## config.mk

```make
export PLATFORM = sky130hd
export DESIGN_NAME = parity_check_rx
export DESIGN_NICKNAME = d
export VERILOG_FILES = /design/src/rtl/parity_pkg.sv /design/src/rtl/parity_check_rx_parity_calc.sv /design/src/rtl/parity_check_rx.sv
export SDC_FILE = /design/constraint.sdc
export NUM_CORES = 1
export LEC_CHECK = 0
export BUFFER_PORTS_ARGS = -buffer_cell sky130_fd_sc_hd__buf_2
export CORE_ASPECT_RATIO = 1.4
export CORE_UTILIZATION = 50
export DETAILED_ROUTE_END_ITERATION = 10
export PLACE_DENSITY = 0.74
export SETUP_SLACK_MARGIN = 0.4
export SYNTH_ARGS = -nofsm -noshare
export SYNTH_HDL_FRONTEND = slang
export SYNTH_SLANG_ARGS = --single-unit
```

## constraint.sdc

```tcl
create_clock -name clk -period 1.5 [get_ports clk]
set_input_delay 0.3 -clock clk [delete_from_list [all_inputs] [get_ports clk]]
set_output_delay 0.3 -clock clk [all_outputs]
set_load 0.005 [all_outputs]
```

## src/rtl/parity_pkg.sv

```systemverilog
// Shared definitions for the parity-protected serial path: receiver state
// encoding, parity-sense constants and the error-counter saturation helper.
package parity_pkg;

    typedef enum logic [1:0] {
        IDLE   = 2'd0,
        DATA   = 2'd1,
        PARITY = 2'd2,
        STOP   = 2'd3
    } rx_state_e;

    localparam logic PARITY_EVEN = 1'b0;
    localparam logic PARITY_ODD  = 1'b1;

    localparam logic [7:0] ERR_CNT_MAX = 8'd255;

    // Increment that sticks at ERR_CNT_MAX instead of wrapping.
    function automatic logic [7:0] err_cnt_sat_inc(input logic [7:0] cnt);
        logic [7:0] res;
        if (cnt == ERR_CNT_MAX) begin
            res = cnt;
        end else begin
            res = cnt + 8'd1;
        end
        return res;
    endfunction

endpackage

```

## src/rtl/parity_check_rx_parity_calc.sv

```systemverilog
// XOR reduction with odd/even select, shared by the parity generator and checker.
// Over data alone it yields the parity bit to send; over data+parity it yields 1 on mismatch.
module parity_calc #(
    parameter int W = 9
) (
    input  logic [W-1:0] vec_i,
    input  logic         odd_sel_i,
    output logic         par_o
);

    assign par_o = (^vec_i) ^ odd_sel_i;

endmodule

```

## src/rtl/parity_check_rx.sv

```systemverilog
// Serial deframer/checker: start, DATA_W data bits LSB first, parity, stop.
// Delivers words with a parity flag, pulses on framing errors, counts both kinds of error.
module parity_check_rx
    import parity_pkg::*;
#(
    parameter int DATA_W     = 8,
    parameter bit PARITY_ODD = 1'b0
) (
    input  logic              clk,
    input  logic              rst_n,
    input  logic              bit_en,
    input  logic              sin,
    input  logic              clr_err,
    output logic [DATA_W-1:0] data_out,
    output logic              data_valid,
    output logic              parity_err,
    output logic              frame_err,
    output logic [7:0]        err_count
);

    localparam int IDX_W = (DATA_W > 1) ? $clog2(DATA_W) : 1;
    localparam logic [IDX_W-1:0] IDX_LAST = IDX_W'(DATA_W - 1);

    rx_state_e         state_q, state_d;
    logic [IDX_W-1:0]  idx_q, idx_d;
    logic [DATA_W-1:0] shreg_q, shreg_d;
    logic              mismatch_q, mismatch_d;
    logic [DATA_W-1:0] data_out_q, data_out_d;
    logic              data_valid_q, data_valid_d;
    logic              parity_err_q, parity_err_d;
    logic              frame_err_q, frame_err_d;
    logic [7:0]        err_count_q, err_count_d;
    logic              par_mismatch_s;

    // The parity bit is still on sin while in PARITY, so check it together with the assembled word.
    parity_calc #(
        .W (DATA_W + 1)
    ) u_parity_calc (
        .vec_i     ({shreg_q, sin}),
        .odd_sel_i (PARITY_ODD),
        .par_o     (par_mismatch_s)
    );

    // FSM state register.
    always_ff @(posedge clk or negedge rst_n) begin
        if (!rst_n) begin
            state_q <= IDLE;
        end else begin
            state_q <= state_d;
        end
    end

    // FSM next state; the machine only advances on bit strobes.
    always_comb begin
        state_d = state_q;
        if (bit_en) begin
            case (state_q)
                IDLE: begin
                    if (!sin) begin
                        state_d = DATA;
                    end else begin
                        state_d = IDLE;
                    end
                end
                DATA: begin
                    if (idx_q == IDX_LAST) begin
                        state_d = PARITY;
                    end else begin
                        state_d = DATA;
                    end
                end
                PARITY:  state_d = STOP;
                STOP:    state_d = IDLE;
                default: state_d = IDLE;
            endcase
        end else begin
            state_d = state_q;
        end
    end

    // FSM outputs: shift/index datapath and the stop-bit result pulses.
    always_comb begin
        idx_d        = idx_q;
        shreg_d      = shreg_q;
        mismatch_d   = mismatch_q;
        data_out_d   = data_out_q;
        data_valid_d = 1'b0;
        parity_err_d = 1'b0;
        frame_err_d  = 1'b0;
        if (bit_en) begin
            case (state_q)
                IDLE: begin
                    if (!sin) begin
                        idx_d = '0;
                    end else begin
                        idx_d = idx_q;
                    end
                end
                DATA: begin
                    shreg_d[idx_q] = sin;
                    idx_d          = idx_q + IDX_W'(1);
                end
                PARITY: begin
                    mismatch_d = par_mismatch_s;
                end
                STOP: begin
                    // A low stop bit is a framing error; it is not reused as the next start bit.
                    if (sin) begin
                        data_out_d   = shreg_q;
                        data_valid_d = 1'b1;
                        parity_err_d = mismatch_q;
                    end else begin
                        frame_err_d  = 1'b1;
                    end
                end
                default: begin
                    idx_d = '0;
                end
            endcase
        end else begin
            idx_d = idx_q;
        end
    end

    // Error counter: counts the registered error pulses, clear has priority.
    always_comb begin
        err_count_d = err_count_q;
        if (clr_err) begin
            err_count_d = 8'd0;
        end else if (parity_err_q || frame_err_q) begin
            err_count_d = err_cnt_sat_inc(err_count_q);
        end else begin
            err_count_d = err_count_q;
        end
    end

    // Datapath and output registers.
    always_ff @(posedge clk or negedge rst_n) begin
        if (!rst_n) begin
            idx_q        <= '0;
            shreg_q      <= '0;
            mismatch_q   <= 1'b0;
            data_out_q   <= '0;
            data_valid_q <= 1'b0;
            parity_err_q <= 1'b0;
            frame_err_q  <= 1'b0;
            err_count_q  <= 8'd0;
        end else begin
            idx_q        <= idx_d;
            shreg_q      <= shreg_d;
            mismatch_q   <= mismatch_d;
            data_out_q   <= data_out_d;
            data_valid_q <= data_valid_d;
            parity_err_q <= parity_err_d;
            frame_err_q  <= frame_err_d;
            err_count_q  <= err_count_d;
        end
    end

    assign data_out   = data_out_q;
    assign data_valid = data_valid_q;
    assign parity_err = parity_err_q;
    assign frame_err  = frame_err_q;
    assign err_count  = err_count_q;

endmodule

```

Word-level counts from Yosys, hierarchy flattened

Index checks and enable logic that the tools add are counted.

Logic and storage cells: 51
Output and inout port bits: 19
Input port bits: 5
Register bits: 33

Equality and inequality tests: 7
Add/subtract/negate cells: 2
Order comparisons: 2
Multiplexer cells: 20
Reduce and logical (&&, ||, !) cells: 11

Operators by type and width:

| operator              | count |
|---|---|
| $mux W8               | 3 |
| $mux W1               | 11 |
| $reduce_xor A9 Y1     | 1 |
| $add A8 B1 Y8 const B | 1 |
| $bwmux W8             | 1 |
| $eq A8 B8 Y1 const B  | 1 |
| $pmux W2 S4           | 1 |
| $pmux W3 S2           | 1 |
| $reduce_and A2 Y1     | 3 |
| $reduce_and A3 Y1     | 2 |
| $eq A2 B2 Y1 const B  | 2 |
| $lt A3 B4 Y1 const B  | 1 |
| $ne A2 B2 Y1 const B  | 2 |
| $reduce_bool A2 Y1    | 2 |
| $add A3 B1 Y3 const B | 1 |
| $demux W1 S3          | 1 |
| $eq A3 B3 Y1 const B  | 1 |
| $ge A3 B1 Y1 const B  | 1 |
| $mux W3               | 1 |
| $eq A2 B1 Y1 const B  | 1 |
| $logic_not A2 Y1      | 1 |
| $mux W2               | 1 |
| $logic_and A1 B1 Y1   | 1 |
| $logic_or A1 B1 Y1    | 1 |

Longest topological paths before layout

Gate-level depths: netlist of run 1.

Depth in word-level cells: 5
Mapped depth: 5

By module

From an unflattened synthesis of run 1, not the netlist that was laid out.

Cells, all modules: 152
Area total of the unflattened synthesis: 1647.8 µm²

Modules (own cells, without submodules):

| module          | sequential area each (µm²) | cells each | area an instance (µm²) | times used |
|---|---|---|---|---|
| parity_check_rx | 825.8                      | 144        | 1556.5                 | 1 |
| parity_calc     | 0.0                        | 8          | 91.3                   | 1 |

Worst setup path after synthesis of run 1

No wires, ideal clock.

Kind: reg-to-reg
Start point: register (tool-made name)
End point: register shreg_q[5]
Setup slack: 0.044 ns
Data required time: 1.372 ns
Buffers on the path: 1
Stages on the path, launching flop included: 6
Arrival time: 1.328 ns
Cell sequence: dfrtp_1 -> buf_6 -> and3b_2 -> nand2_2 -> nor3b_2 -> mux2_1

RTL lines:

| element                | RTL line               | source |
|---|---|---|
| end signal: assignment | parity_check_rx.sv:150 | `shreg_q <= shreg_d;` |
| end: declaration       | parity_check_rx.sv:26  | `logic [DATA_W-1:0] shreg_q, shreg_d;` |

Worst setup path after layout of run 1

Start point: register shreg_q[7]
End point: register mismatch_q

Word-level cells in the longest chain between the ends: 1

RTL lines:

| element                | RTL line                          | source |
|---|---|---|
| $reduce_xor A9 Y1      | parity_check_rx_parity_calc.sv:11 | `assign par_o = (^vec_i) ^ odd_sel_i;` |
| end signal: assignment | parity_check_rx.sv:151            | `mismatch_q <= mismatch_d;` |
| end: declaration       | parity_check_rx.sv:27             | `logic mismatch_q, mismatch_d;` |

No other way between the ends.
A chain may end at the register's enable or synchronous reset.

==> results by group, run 1 <==
Cells and area
  • Multi-input logic area: 901 µm²
  • Share of layout cells above drive strength 1: 0.555
  • Nets: 216
  • Register area: 837 µm²
  • # fillers: 180
  • N_diodes: 0
  • P&R area growth vs syn: 46.1%

Floorplan
  • # IOs: 24
  • Die footprint: 3430 µm²
  • Initial Utilization: 0.539
  • Die height: 68.9 µm
  • Core area: 2960 µm²
  • Die Wd: 49.8 µm
  • Row count: 23

Place
  • Final RePlAce weighted congestion: 0.831
  • Port bufs: 23
  • DPL Wire Length: 2.14 mm

Timing
  • Fmax: 697 MHz
  • Max Slew Vio Count: 0
  • RSZ-0062 raised after global routing: true
  • Fin. Hold Viols: 0
  • Tmin final: 1440 ps
  • Setup violators final: 0
  • Worst hold slack: 24.3 ps
  • Slew HR: 0.689
  • Slew @ Worst Pin: 467 ps
  • Final Skew: 3.64 ps
  • Tcrit/Tclk final: 0.957
  • Setup TNS Final: 0 ps

GRT
  • First-pass GRT wire length: 6.10 mm
  • Vias in the first global route: 1302
  • Initial antenna violation count: 0
  • GRT Util Overall: 0.251
  • Largest net degree at the start of global routing: 34
  • Overflow after GRT: 0

Critical path
  • R2r setup slk: 60 ps
  • Worst EP required: 1680 ps
  • R2r worst-path depth: 4
  • Crit path arrival time: 1620 ps
  • Type of origin of the critical path: flip-flop
  • Crit. End Element: flip-flop
  • CP Class: flip-flop to flip-flop
  • Worst Setup SP: shreg_q[7]
  • R2r startpoint: shreg_q[7]
  • R2R Path End: mismatch_q
  • Max Fanout on Critical Path: 2

Clock tree
  • # clock sinks: 33
  • CTS Buf Count: 5
  • CTS H-tree lvls: 2
  • Reg clk slew, reported paths: 70 ps
  • Max clock buf depth: 2
  • Clock latency on the worst-skew pair: 290 ps
  • Hold buffer count at cts: 0
  • TritonCTS clock tree: yes
  • Root buf cell: clkbuf_8

Logic synthesis
  • Synthesized cell area: 1600 µm²
  • Post-synthesis sequential area ratio: 0.517
  • Mapped Cells: 150
  • Net Count, Synth: 158
  • Distinct cells, synth: 42
  • Number of flops mapped to enable cells by yosys: 0
  • Post-synth top flop: dfrtp_1
  • Number of synthesis warnings: 0
  • Most area-consuming cells after synthesis: dfrtp_1 52%, nand2_1 7.0%, xnor2_1 4.9%, mux2_2 4.2%, ha_1 2.3%
  • Post-synth top area share: 0.517
  • Avg Cell Area, Syn: 10.7 µm²
  • Top-count cell post-synth: dfrtp_1
  • Synth Register Bits: 33
  • Most area-hungry cell type in the Yosys netlist: dfrtp_1
  • Post-synth top cells: 33 x dfrtp_1, 30 x nand2_1, 9 x xnor2_1
  • Async SR Flop Fraction: 1.00

Flow run
  • Max Cap Violations: 0

Power and ir drop
  • VDD IR max: 1.37 mV
  • Pleak: 0.00111 µW
  • Pwr per Cell Area: 1590 nW/µm²

Route
  • Average wire per cell in the routed design: 16.4 µm
  • Number of remaining DRC errors: 0
  • DR pass1 iterations: 4
  • Vias after detailed routing: 1332
  • Initial DRC count: 36
  • Antenna viol nets, final: 0
  • Via/cell ratio: 5.41
  • Routed WL: 4.05 mm

Worst hold path
  • Worst Hold Class: input port to async pin

Status
  • Outcome: finished clean
[per-stage QoR]
step	setup slack, ps	std cells	total power [µW]	util	instance area (µm²)
2_1_floorplan	77.8	150	2140	-	1670
4_1_cts	85.2	235	3460	0.741	2200
3_5_place_dp	47.4	206	2380	0.610	1810
6_report	64.5	246	3720	0.788	2330
3_3_place_gp	94.3	206	2330	0.610	1810
5_1_grt	28.2	246	3930	0.788	2330
[worst max-delay path, stage by stage (launching register included)]
cell and delay (ps):
dfrtp_2 430, xnor2_2 150, xnor3_2 470, xnor2_2 180
o21ai_1 100
[state kept, by name (all words and copies together), names as in the netlist, named ones only]
| signal | count |
|---|---|
| data_valid | 1 |
| shreg_q | 8 |
| err_count | 8 |
| parity_err | 1 |
| data_out | 8 |
| mismatch_q | 1 |
| idx_q | 3 |
| frame_err | 1 |
| state_q | 1 |
[worst max path at each step]
| stage | slack (ps) | endpoint |
|---|---|---|
| after floorplan | 80 | shreg_q[3] |
| final | 60 | mismatch_q |
| after global routing | 30 | mismatch_q |
| after CTS | 90 | mismatch_q |
| after global placement | 90 | mismatch_q |
| after detailed placement | 50 | mismatch_q |
[metal layers]
layer | part of all wire | up-vias | wire length (µm) | global-route usage
met3 | 0.043 | 16 | 173 | 0.0746
met1 | 0.39 | 652 | 1580 | 0.267
li1 | - | 625 | - | -
met5 | 0 | - | 0 | 0
met4 | 0.033 | 0 | 135 | 0.104
met2 | 0.53 | 39 | 2160 | 0.465
[what timing repair did]
| action | 4_1_cts | 5_1_grt |
|---|---|---|
| setup buffers | 21 | 11 |
| gates resized for setup | 30 | 13 |
| endpoints found under the setup margin | 38 | 50 |
| pin swaps | 10 | 10 |
[cells by family (layout without fill, tap and decap cells)]
family          Yosys count  count (layout)  share of synthesized area
compound gates           21              21                     0.0901
xor+xnor                 12              12                     0.0744
fa+ha+maj                 3               3                     0.0235
buf+inv                  12              71                     0.0360
flops                    33              33                      0.517
mux                       8               8                     0.0556
simple gates             61              61                      0.204
[power breakdown]
group	leakage, µW	switching (µW)	total [µW]	internal [µW]
clock	0.0000542	343	758	415
combinational	0.000625	640	1580	937
sequential	0.000426	257	1390	1130
[layout make-up]
| cell class | instances | share of cell area |
|---|---|---|
| tap | 37 | 0.0198 |
| inverter | 4 | 0.00857 |
| multi-input combinational | 105 | 0.386 |
| clock inverter | 1 | 0.00214 |
| timing repair buffer | 59 | 0.184 |
| sequential | 33 | 0.359 |
| clock buffer | 7 | 0.0413 |
[cells in the final DEF (no fill, tap or decap), types with 2 or more instances in the layout]
cell type,count
a211oi_2,2
a22o_1,2
buf_2,19
buf_4,31
buf_6,9
clkbuf_8,7
dfrtp_1,24
dfrtp_2,9
ha_4,3
inv_1,3
mux2_2,4
mux2_4,3
nand2_1,30
nand3_2,2
nand3b_1,3
nor2_1,8
nor3_4,2
nor3b_2,2
o21ai_0,3
o21ai_2,3
xnor2_1,6
xnor2_2,3
xor2_1,2
Power figures use the tool's default switching activity.
==> inputs of run 2 (changes only) <==
--- a/config.mk
+++ b/config.mk
@@ -6,10 +6,12 @@
 export NUM_CORES = 1
 export LEC_CHECK = 0
 export BUFFER_PORTS_ARGS = -buffer_cell sky130_fd_sc_hd__buf_2
+export CELL_PAD_IN_SITES_DETAIL_PLACEMENT = 1
+export CELL_PAD_IN_SITES_GLOBAL_PLACEMENT = 2
 export CORE_ASPECT_RATIO = 1.4
-export CORE_UTILIZATION = 50
+export CORE_UTILIZATION = 32
 export DETAILED_ROUTE_END_ITERATION = 10
-export PLACE_DENSITY = 0.74
+export PLACE_DENSITY_LB_ADDON = 0.1
 export SETUP_SLACK_MARGIN = 0.4
 export SYNTH_ARGS = -nofsm -noshare
 export SYNTH_HDL_FRONTEND = slang
==> run 2 against run 1 <==
Against the previous run: count of clock-buffer cells in the layout decreased by 2; clock skew rose by 4.3 ps; combinational power decreased by 11%; first-iteration DRC count increased by 2.8%; sequential cell count unchanged; maximum frequency up 1.2%; wire length up 1.2%; setup slack better by 17 ps; power down 7.7%.
==> results by group, run 2 (synthesis gave the netlist of run 1 again) <==
Timing
  • PnR worst setup slack: 81.7 ps (was 64.5 ps)
  • Final Skew: 7.95 ps (was 3.64 ps)
  • RSZ-0062 raised after global routing: true (unchanged)
  • Setup violators final: 0 (unchanged)
  • Tmin final: 1420 ps (was 1440 ps)
  • Slew HR: 0.693 (was 0.689)
  • Max Slew Vio Count: 0 (unchanged)
  • Fmax: 705 MHz (was 697 MHz)
  • Slew @ Worst Pin: 459 ps (was 467 ps)
  • Fin. Hold Viols: 0 (unchanged)
  • Tcrit/Tclk final: 0.946 (was 0.957)

Critical path
  • CP Class: flip-flop to flip-flop (unchanged)
  • Critical path's largest stage delay: 410 ps (was 470 ps)
  • Worst EP required: 1680 ps (about the same)
  • Crit path arrival time: 1600 ps (was 1620 ps)
  • R2r setup slk: 80 ps (was 60 ps)
  • Type of origin of the critical path: flip-flop (unchanged)
  • CP delay by family, top: simple AND/OR/NAND/NOR gates (was XOR/XNOR gates)
  • Crit path max-delay cell type: dfrtp_2 (was xnor3_2)
  • Buf/Inv on CP: 0 (unchanged)
  • CP cell instances: and3b_2 > nand2_4 > nor3b_4 > mux2_4 (was xnor2_2 > xnor3_2 > xnor2_2 > o21ai_1)
  • Crit. End Element: flip-flop (unchanged)
  • Max Fanout on Critical Path: 5 (was 2)

Clock tree
  • CTS H-tree lvls: 2 (unchanged)
  • Max clock buf depth: 2 (unchanged)
  • Reg clk slew, reported paths: 70 ps (about the same)
  • Clock latency on the worst-skew pair: 290 ps (about the same)
  • # clock sinks: 33 (unchanged)
  • Root buf cell: clkbuf_8 (unchanged)
  • CTS Buf Count: 5 (unchanged)
  • TritonCTS clock tree: yes (unchanged)

Power and ir drop
  • VDD IR max: 1.06 mV (was 1.37 mV)
  • Pwr per Cell Area: 1490 nW/µm² (was 1590 nW/µm²)
  • Total design power: 3440 µW (was 3720 µW)
  • Pleak: 0.00108 µW (was 0.00111 µW)

Status
  • Outcome: finished clean (unchanged)

GRT
  • Overflow after GRT: 0 (unchanged)
  • GRT Util Overall: 0.177 (was 0.251)
  • Vias in the first global route: 1354 (was 1302)
  • Largest net degree at the start of global routing: 15 (was 34)
  • Initial antenna violation count: 0 (unchanged)
  • First-pass GRT wire length: 6.58 mm (was 6.10 mm)

Place
  • Placed insts: 237 (was 206)
  • Final RePlAce weighted congestion: 0.699 (was 0.831)
  • DPL Wire Length: 2.80 mm (was 2.14 mm)
  • Port bufs: 23 (unchanged)
  • Placement Setup Slack: -4.07 ps (was 47.4 ps)

Floorplan
  • Initial Utilization: 0.330 (was 0.539)
  • Die height: 85.6 µm (was 68.9 µm)
  • Core area: 4840 µm² (was 2960 µm²)
  • Die footprint: 5280 µm² (was 3430 µm²)
  • Row count: 30 (was 23)
  • Die Wd: 61.7 µm (was 49.8 µm)
  • # IOs: 24 (unchanged)

Cells and area
  • Multi-input logic area: 878 µm² (was 901 µm²)
  • Register area: 833 µm² (was 837 µm²)
  • Most frequent cells in the layout: 30 x nand2_1, 27 x dfrtp_1, 26 x buf_4, 19 x buf_2 (was 31 x buf_4, 30 x nand2_1, 24 x dfrtp_1, 19 x buf_2)
  • Share of layout cells above drive strength 1: 0.498 (was 0.555)
  • # fillers: 536 (was 180)
  • P&R area growth vs syn: 44.5% (was 46.1%)
  • Non-filler instance count after layout: 269 (was 246)
  • Commonest non-fill, non-tap cell in the layout: nand2_1 (was buf_4)
  • N_diodes: 0 (unchanged)
  • Nets: 212 (was 216)

Route
  • Antenna viol nets, final: 0 (unchanged)
  • Initial DRC count: 37 (was 36)
  • DR pass1 iterations: 4 (unchanged)
  • Average wire per cell in the routed design: 15.2 µm (was 16.4 µm)
  • Routed WL: 4.09 mm (was 4.05 mm)
  • Vias after detailed routing: 1274 (was 1332)
  • Via/cell ratio: 4.74 (was 5.41)
  • Number of remaining DRC errors: 0 (unchanged)

Flow run
  • Max Cap Violations: 0 (unchanged)

Worst hold path
  • Worst Hold Class: input port to flip-flop (was input port to async pin)
[run 2: stage by stage]
| step | TNS (ps) | area [µm²] | util | hold slack [ps] |
|---|---|---|---|---|
| 3_3_place_gp | 0 | 1870 | 0.386 | 209 |
| 2_1_floorplan | 0 | 1670 | - | 4.41 |
| 3_5_place_dp | -4.07 | 1870 | 0.386 | 212 |
| 4_1_cts | 0 | 2220 | 0.459 | 236 |
| 6_report | 0 | 2310 | 0.477 | 245 |
| 5_1_grt | 0 | 2310 | 0.477 | 245 |
[run 2: what timing repair did]
action / in CTS / in global routing
setup buffers: 16 / 7
setup endpoints to repair: 46 / 51
hold endpoints to repair: 12 / 0
resized for setup: 25 / 6
gates cloned: 0 / 0
hold buffers: 1 / 0
pin swaps: 9 / 5
[run 2: final timing paths]
path,start,to,cells after the start
min,sin,frame_err,2
min reg2reg,data_out[6],data_out[6],2
max reg2reg,flip-flop,shreg_q[3],4
min in group asynchronous,rst_n,data_out[2],2
max,flip-flop,shreg_q[3],4
max in group asynchronous,rst_n,err_count[4],3
[run 2: layout make-up]
| type | instances | area share |
|---|---|---|
| Clock buffer | 5 | 0.0298 |
| Clock inverter | 3 | 0.00759 |
| Inverter | 4 | 0.00867 |
| Multi-Input combinational cell | 105 | 0.380 |
| Sequential cell | 33 | 0.361 |
| Tap cell | 64 | 0.0347 |
| Timing Repair Buffer | 55 | 0.178 |
[run 2: where the power goes]
part | switching [µW] | leakage, µW | internal (µW)
logic | 566 | 0.000609 | 829
clock network | 327 | 0.0000439 | 320
registers | 266 | 0.000431 | 1130
[run 2: metal layers]
| layer | routed length, µm | GRT usage | share of wire | up-vias |
|---|---|---|---|---|
| met5 | 0 | 0 | 0 | - |
| met4 | 67 | 0.0667 | 0.016 | 0 |
| met3 | 89 | 0.0362 | 0.022 | 5 |
| met2 | 2360 | 0.337 | 0.58 | 23 |
| met1 | 1570 | 0.179 | 0.38 | 626 |
| li1 | - | - | - | 620 |
